$ cat config.mk
export PLATFORM = sky130hd
export DESIGN_NAME = ysyx_2022040010_bus_arb
export DESIGN_NICKNAME = d
export VERILOG_FILES = /design/src/rtl/ysyx_2022040010_bus_arb.sv
export SDC_FILE = /design/constraint.sdc
export NUM_CORES = 1
export LEC_CHECK = 0
export BUFFER_PORTS_ARGS = -buffer_cell sky130_fd_sc_hd__buf_4
export CORE_AREA = 2 2 201 203
export DETAILED_ROUTE_END_ITERATION = 8
export DIE_AREA = 0 0 203 205
export PLACE_DENSITY = 0.58
export SETUP_SLACK_MARGIN = 0.1
export SLEW_MARGIN = 20
export SYNTH_ARGS = -nofsm -noshare
export SYNTH_HDL_FRONTEND = slang
export SYNTH_SLANG_ARGS = --single-unit
$ cat constraint.sdc
create_clock -name clk -period 2 [get_ports clk]
set_input_delay 0 -clock clk [delete_from_list [all_inputs] [get_ports clk]]
set_output_delay 0 -clock clk [all_outputs]
set_load 0.05 [all_outputs]
$ cat src/rtl/ysyx_2022040010_bus_arb.sv
// Arbitrates the IF fetch port and the MEM data port onto one shared memory request bus.
// Optional watchdog: define ARB_TIMEOUT_EN to abort REQ/RESP after TIMEOUT_CYCLES cycles.
module ysyx_2022040010_bus_arb #(
    parameter int unsigned TIMEOUT_CYCLES = 255
) (
    input  logic        clk,
    input  logic        rst,
    input  logic        if_req_i,
    input  logic [63:0] if_addr_i,
    output logic [31:0] if_rdata_o,
    output logic        if_done_o,
    input  logic        mem_req_i,
    input  logic        mem_we_i,
    input  logic [63:0] mem_addr_i,
    input  logic [63:0] mem_wdata_i,
    input  logic [7:0]  mem_wmask_i,
    output logic [63:0] mem_rdata_o,
    output logic        mem_done_o,
    output logic        bus_valid_o,
    output logic        bus_we_o,
    output logic [63:0] bus_addr_o,
    output logic [63:0] bus_wdata_o,
    output logic [7:0]  bus_wmask_o,
    input  logic        bus_ready_i,
    input  logic        bus_rvalid_i,
    input  logic [63:0] bus_rdata_i,
    output logic [5:0]  stall_o,
    output logic        err_o
);

    typedef enum logic [1:0] {StIdle, StReq, StResp} state_e;

    state_e state_q;
    logic   owner_mem_q;

`ifdef ARB_TIMEOUT_EN
    localparam logic [7:0] TimeoutLim = 8'(TIMEOUT_CYCLES);
    logic [7:0] cnt_q;
`else
    // Parameter only matters to the watchdog; this build has none.
    assign err_o = 1'b0 && (TIMEOUT_CYCLES == 0);
`endif

    always_ff @(posedge clk or negedge rst) begin
        if (!rst) begin
            state_q     <= StIdle;
            owner_mem_q <= 1'b0;
            if_rdata_o  <= '0;
            if_done_o   <= 1'b0;
            mem_rdata_o <= '0;
            mem_done_o  <= 1'b0;
            bus_valid_o <= 1'b0;
            bus_we_o    <= 1'b0;
            bus_addr_o  <= '0;
            bus_wdata_o <= '0;
            bus_wmask_o <= '0;
`ifdef ARB_TIMEOUT_EN
            cnt_q       <= '0;
            err_o       <= 1'b0;
`endif
        end else begin
            if_done_o  <= 1'b0;
            mem_done_o <= 1'b0;
`ifdef ARB_TIMEOUT_EN
            err_o      <= 1'b0;
`endif
            unique case (state_q)
                StIdle: begin
                    // Holding off while a done pulse is out keeps one transaction in flight.
                    if (!if_done_o && !mem_done_o && (mem_req_i || if_req_i)) begin
                        state_q     <= StReq;
                        bus_valid_o <= 1'b1;
                        owner_mem_q <= mem_req_i;
                        if (mem_req_i) begin
                            bus_we_o    <= mem_we_i;
                            bus_addr_o  <= mem_addr_i;
                            bus_wdata_o <= mem_wdata_i;
                            bus_wmask_o <= mem_wmask_i;
                        end else begin
                            bus_we_o    <= 1'b0;
                            bus_addr_o  <= if_addr_i;
                            bus_wdata_o <= '0;
                            bus_wmask_o <= '0;
                        end
                    end
                end
                StReq: begin
                    if (bus_ready_i) begin
                        bus_valid_o <= 1'b0;
                        state_q     <= StResp;
                    end
                end
                StResp: begin
                    if (bus_rvalid_i) begin
                        state_q <= StIdle;
                        if (owner_mem_q) begin
                            mem_done_o  <= 1'b1;
                            mem_rdata_o <= bus_rdata_i;
                        end else begin
                            if_done_o  <= 1'b1;
                            if_rdata_o <= bus_addr_o[2] ? bus_rdata_i[63:32] : bus_rdata_i[31:0];
                        end
                    end
                end
                default: state_q <= StIdle;
            endcase
`ifdef ARB_TIMEOUT_EN
            if (state_q == StIdle) begin
                cnt_q <= '0;
            end else begin
                cnt_q <= cnt_q + 8'd1;
                // A response landing on the limit cycle completes normally.
                if ((cnt_q + 8'd1) == TimeoutLim && !(state_q == StResp && bus_rvalid_i)) begin
                    state_q     <= StIdle;
                    bus_valid_o <= 1'b0;
                    err_o       <= 1'b1;
                    if (owner_mem_q) begin
                        mem_done_o  <= 1'b1;
                        mem_rdata_o <= '0;
                    end else begin
                        if_done_o  <= 1'b1;
                        if_rdata_o <= '0;
                    end
                end
            end
`endif
        end
    end

    always_comb begin
        stall_o = 6'b000000;
        if (mem_req_i || (state_q != StIdle && owner_mem_q)) begin
            stall_o = 6'b011111;
        end else if ((if_req_i || (state_q != StIdle && !owner_mem_q)) && !if_done_o) begin
            stall_o = 6'b000011;
        end
    end

endmodule
== Yosys cells after proc, flatten, opt, wreduce, memory -nomap -nowiden ==
Cells that the tools add are included.

* Bitwise gates (word level): 1
* Shifts and indexed selects: 0
* Add/subtract/negate cells: 0
* Reduce and logical (&&, ||, !) cells: 19
* Magnitude comparators: 0
* Equality and inequality tests: 5
* Multipliers: 0
* Mux-type cells: 20
* Divide/modulo/power cells: 0

{| class="wikitable"
|+ Operator list
! operator !! count
|-
| two-way mux 64 bit || 2
|-
| two-way mux 32 bit || 1
|-
| AND reduction 3 bit || 4
|-
| two-way mux 1 bit || 9
|-
| two-way mux 2 bit || 4
|-
| two-way mux 8 bit || 1
|-
| inequality test 2 bit, second input constant || 3
|-
| case mux 2 bit (3 select lines) || 1
|-
| logical AND 1 bit || 5
|-
| two-way mux 5 bit || 1
|-
| nonzero test 2 bit || 2
|-
| zero test 1 bit || 3
|-
| logical OR 1 bit || 3
|-
| equality test 2 x 1 -> 1 bit, second input constant || 1
|-
| equality test 2 bit, second input constant || 1
|-
| zero test 2 bit || 1
|-
| case mux 1 bit (2 select lines) || 1
|-
| AND reduction 2 bit || 1
|-
| inverter 1 bit || 1
|}

* Bits in registers: 239
* Memory bits (writable): 0
* Latch bits: 0
* Memories kept: 0
* Bits in read-only memories: 0

== Depth between registers and ports, before layout ==
* Word-level depth: 6
* Gate-level depth with buffers: 5
* Mapped depth without buffers: 3

== Worst setup path before layout ==
No wires, ideal clock.

* Kind: register -> register
* Start point: reg if_done_o
* End point: reg bus_addr_o[39]
* Setup time: 0.125 ns
* Slack: 0.266 ns
* Cell stages (with the launch flop): 6
* Arrival time: 1.609 ns
* Buffers on the path: 2
* Path through: dfrtp_1 -> nor4_2 -> o21ai_1 -> buf_2 -> buf_6 -> mux2_4

* Word-level cells in the longest chain between the ends: 4

{| class="wikitable"
|+ RTL lines
! what !! RTL line !! text
|-
| start, declared || 11 || <nowiki>output logic if_done_o,</nowiki>
|-
| start signal, assigned || 49 || <nowiki>if_done_o <= 1'b0;</nowiki>
|-
| start signal, assigned || 62 || <nowiki>if_done_o <= 1'b0;</nowiki>
|-
| start signal, assigned || 100 || <nowiki>if_done_o <= 1'b1;</nowiki>
|-
| zero test 1 bit || 70 || <nowiki>if (!if_done_o && !mem_done_o && (mem_req_i || if_req_i)) begin</nowiki>
|-
| logical AND 1 bit (2 in series) || 70 ||
|-
| AND reduction 2 bit (no line) || n/a ||
|-
| end signal, assigned || 76 || <nowiki>bus_addr_o <= mem_addr_i;</nowiki>
|-
| end signal, assigned || 81 || <nowiki>bus_addr_o <= if_addr_i;</nowiki>
|-
| end, declared || 21 || <nowiki>output logic [63:0] bus_addr_o,</nowiki>
|}

Every way passes these cells.
A chain may end at the register's enable or synchronous reset.

== Final worst setup path ==
* Start point: reg state_q[1]
* End point: reg bus_addr_o[42]

* Word-level cells in the longest chain between the ends: 2

{| class="wikitable"
|+ RTL lines
! what !! RTL line !! text
|-
| start, declared || 33 || <nowiki>state_e state_q;</nowiki>
|-
| start signal, assigned || 46 || <nowiki>state_q <= StIdle;</nowiki>
|-
| start signal, assigned || 71 || <nowiki>state_q <= StReq;</nowiki>
|-
| start signal, assigned || 90 || <nowiki>state_q <= StResp;</nowiki>
|-
| zero test 2 bit || 67 || <nowiki>unique case (state_q)</nowiki>
|-
| AND reduction 2 bit (no line) || n/a ||
|}

Every way passes these cells.

==> out/metrics.cfg <==
[critical_path]
endpoint_kind = register
path_cells = nor4_4, o21ai_4, buf_12, mux2_4
startpoint_type = register
r2r-start = state_q[1]
critPathMaxStageDelay_ns = 0.51
critPathKind = reg2reg
path_max_fanout = 89
reg2regPathDepth = 4
cp_slowest_cell = dfrtp_1
rr_endpoint = bus_addr_o[42]
arrival_ns = 2.34
rrSetupSlack_ns = 0.09
cp.required_ns = 2.43

[power_and_ir_drop]
power.combinational.fraction_pct = 56.6
ir_drop_v = 0.00136
clockPowerShare_pct = 16.8
p_leak_nw = 8.76
swShare_pct = 47.3
p_total_mw = 32.4
power.internal_mw = 17.0
cellPowerDensity_nw_per_um2 = 1780
switchingPower_mw = 15.3
p_seq_share_pct = 26.6

[sta]
worstMarginPinSlew_ns = 0.678
slew_headroom_pct = 54.8
setup_ws_ns = 0.0901
post-route-period-util_pct = 95.5
rsz0062_at_grt = yes
hold_viol = 0
fin_hold_ws_ns = 0.0507
finalSetupViolCount = 0
min_period_ns = 1.91
finalSetupTns_ns = 0
finClkSkew_ns = 0.0237
max_clock_freq_mhz = 524
drv_slew = 0

[finish]
area_growth_pct = 84.1
drive_gt1_share_pct = 52.8
multi_input_area_um2 = 3670
seq_area_um2 = 5980
final_cells = 2007
num-fill-cells = 3443
final_nets = 1728

[floorplan]
start_util_pct = 25.1
io_pins = 514
die_w_um = 203
core_um2 = 39400
rows = 73
die_area_um2 = 41600
die_y_um = 205

[placed_design]
placed_cells = 1679
dp_hpwl_um = 23300
io_buffers = 511
dp_slack_ns = 0.130
gp_congestion = 0.757

[grt]
antenna_found_initial = 2
grt_pass1_wl_um = 54300
grt_usage_pct = 16.4
grt_max_degree = 90
grt_overflow = 0
grt_pass1_vias = 9588

[synth]
yosys.area.top_type_share_pct = 60.5
synth_top_cells_by_count = 239 x dfrtp_1, 168 x mux2_2, 73 x a22o_1
synthTopCellsByArea = dfrtp_1 60%, mux2_2 19%, a22o_1 6.5%
syn_inst = 674
ys_types = 26
syn_avg_cell_area_um2 = 14.7
synth.most_common_cell = dfrtp_1
synth_seq_area_share_pct = 60.5
ys.flop_type = dfrtp_1
ys_ff_latch = 239
synth_edf_count = 0
syn_area_um2 = 9890
synth_largest_area_cell = dfrtp_1
ys_warn_count = 0
async_reset_ff_share_pct = 100

[clock_network]
clk_pin_slew_ns = 0.06
cts_sinks = 239
clock_latency_ns = 0.56
cts_max_level = 1
cts_inserted_buffers = 29
cts_root_buffer = clkbuf_16
clockBufferDepth = 3
cts_tree = done
cts_setup_buffers = 0

[run_status]
status = finished clean

[drt]
drtIter0Drc = 351
finalWirelength_um = 35800
final_antenna_net_count = 0
avgViaCountPerCell = 4.35
first_pass_iters = 4
wl_per_cell_um = 17.8
drc_errors = 0
dr_total_vias = 8739

[run]
cap_violations = 0

[min_path]
hold_path.class = in2async

==> power by group through the flow <==
stage          registers (mW)  clock network (mW)  logic (mW)
3_3_place_gp             8.51                   0        17.7
4_1_cts                  8.55                5.62        18.4
2_1_floorplan            16.2                   0        4.34
3_5_place_dp             8.56                   0        17.8
5_1_grt                  8.86                5.84        19.1
6_report                 8.60                5.43        18.3
==> sequential cells by signal, indices dropped and copies added, names as in the netlist <==
name         flops
bus_addr_o      64
mem_rdata_o     64
owner_mem_q      1
bus_wmask_o      8
if_rdata_o      32
mem_done_o       1
bus_we_o         1
bus_wdata_o     64
bus_valid_o      1
if_done_o        1
state_q          2
==> per-stage QoR <==
step                util, %  cell area (um2)
finish                 46.3            18200
global route           46.3            18200
CTS                    46.2            18200
detailed placement     36.7            14400
global placement       36.7            14400
floorplan                 -             9890
==> placed cells by master (no fill, tap or decap), types with 2 or more instances in the layout <==
| master | synthesis | final |
|---|---|---|
| a21oi_1 | 33 | 33 |
| a22o_1 | 73 | 73 |
| buf_12 | 0 | 12 |
| buf_4 | 5 | 517 |
| buf_6 | 3 | 3 |
| bufinv_16 | 0 | 2 |
| clkbuf_1 | 5 | 5 |
| clkbuf_16 | 0 | 29 |
| clkbuf_8 | 0 | 11 |
| clkinv_2 | 0 | 4 |
| clkinv_4 | 0 | 2 |
| conb_1 | 1 | 2 |
| dfrtp_1 | 239 | 238 |
| diode_2 | 0 | 2 |
| dlygate4sd3_1 | 0 | 272 |
| mux2_2 | 168 | 168 |
| mux2_4 | 24 | 24 |
| mux2i_1 | 32 | 32 |
| nand2_1 | 2 | 2 |
| nand2b_1 | 3 | 3 |
| nor2_1 | 32 | 32 |
| o21ai_0 | 3 | 2 |
==> per-layer routing <==
layer	up-vias	routed length, um	GRT usage [%]
met5	-	0	0
met4	0	1170	5.92
met3	77	3070	5.47
met2	392	17700	28.4
met1	4262	13900	19.0
li1	4008	-	-
==> repair_timing <==
action	in CTS	in global routing
setup endpoints to repair	2	36
hold buffers	272	0
gates resized for setup	4	5
endpoints found under the hold margin	477	0
==> worst max path at each step <==
stage / start / endpoint / slack [ns] / cells past startpoint
after floorplan: if_done_o / bus_addr_o[39] / 0.27 / 5
after global placement: state_q[1] / bus_addr_o[62] / 0.25 / 4
after detailed placement: state_q[1] / bus_addr_o[42] / 0.13 / 4
after CTS: state_q[1] / bus_addr_o[42] / 0.12 / 4
after global routing: state_q[1] / bus_addr_o[42] / 0.05 / 4
final: state_q[1] / bus_addr_o[42] / 0.09 / 4
==> kinds of logic after synthesis <==
kind of cell           count (synthesis)  synth area share, %
buffers and inverters                 55                 3.01
flip-flops                           239                 60.5
AO/OA/AOI/OAI                        111                 8.41
other                                  1               0.0379
multiplexers                         224                 26.0
AND/OR/NAND/NOR                       44                 2.05
==> worst max-delay path, delay by kind of cell, from the launching register on <==
kind                   cells  cell delay [ns]
flip-flops                 1             0.51
multiplexers               1             0.38
AO/OA/AOI/OAI              1             0.15
buffers and inverters      1             0.22
AND/OR/NAND/NOR            1             0.39
==> final cells by class <==
type | instances | share of cell area, %
clock buffers | 45 | 4.92
clock inverters | 9 | 0.584
repair buffers | 805 | 37.8
diodes | 2 | 0.0275
well taps | 525 | 3.61
flip-flops and latches | 239 | 32.8
inverters | 1 | 0.0206
multi-input cells | 381 | 20.1
Note: power is estimated with default switching activity, not from simulation.
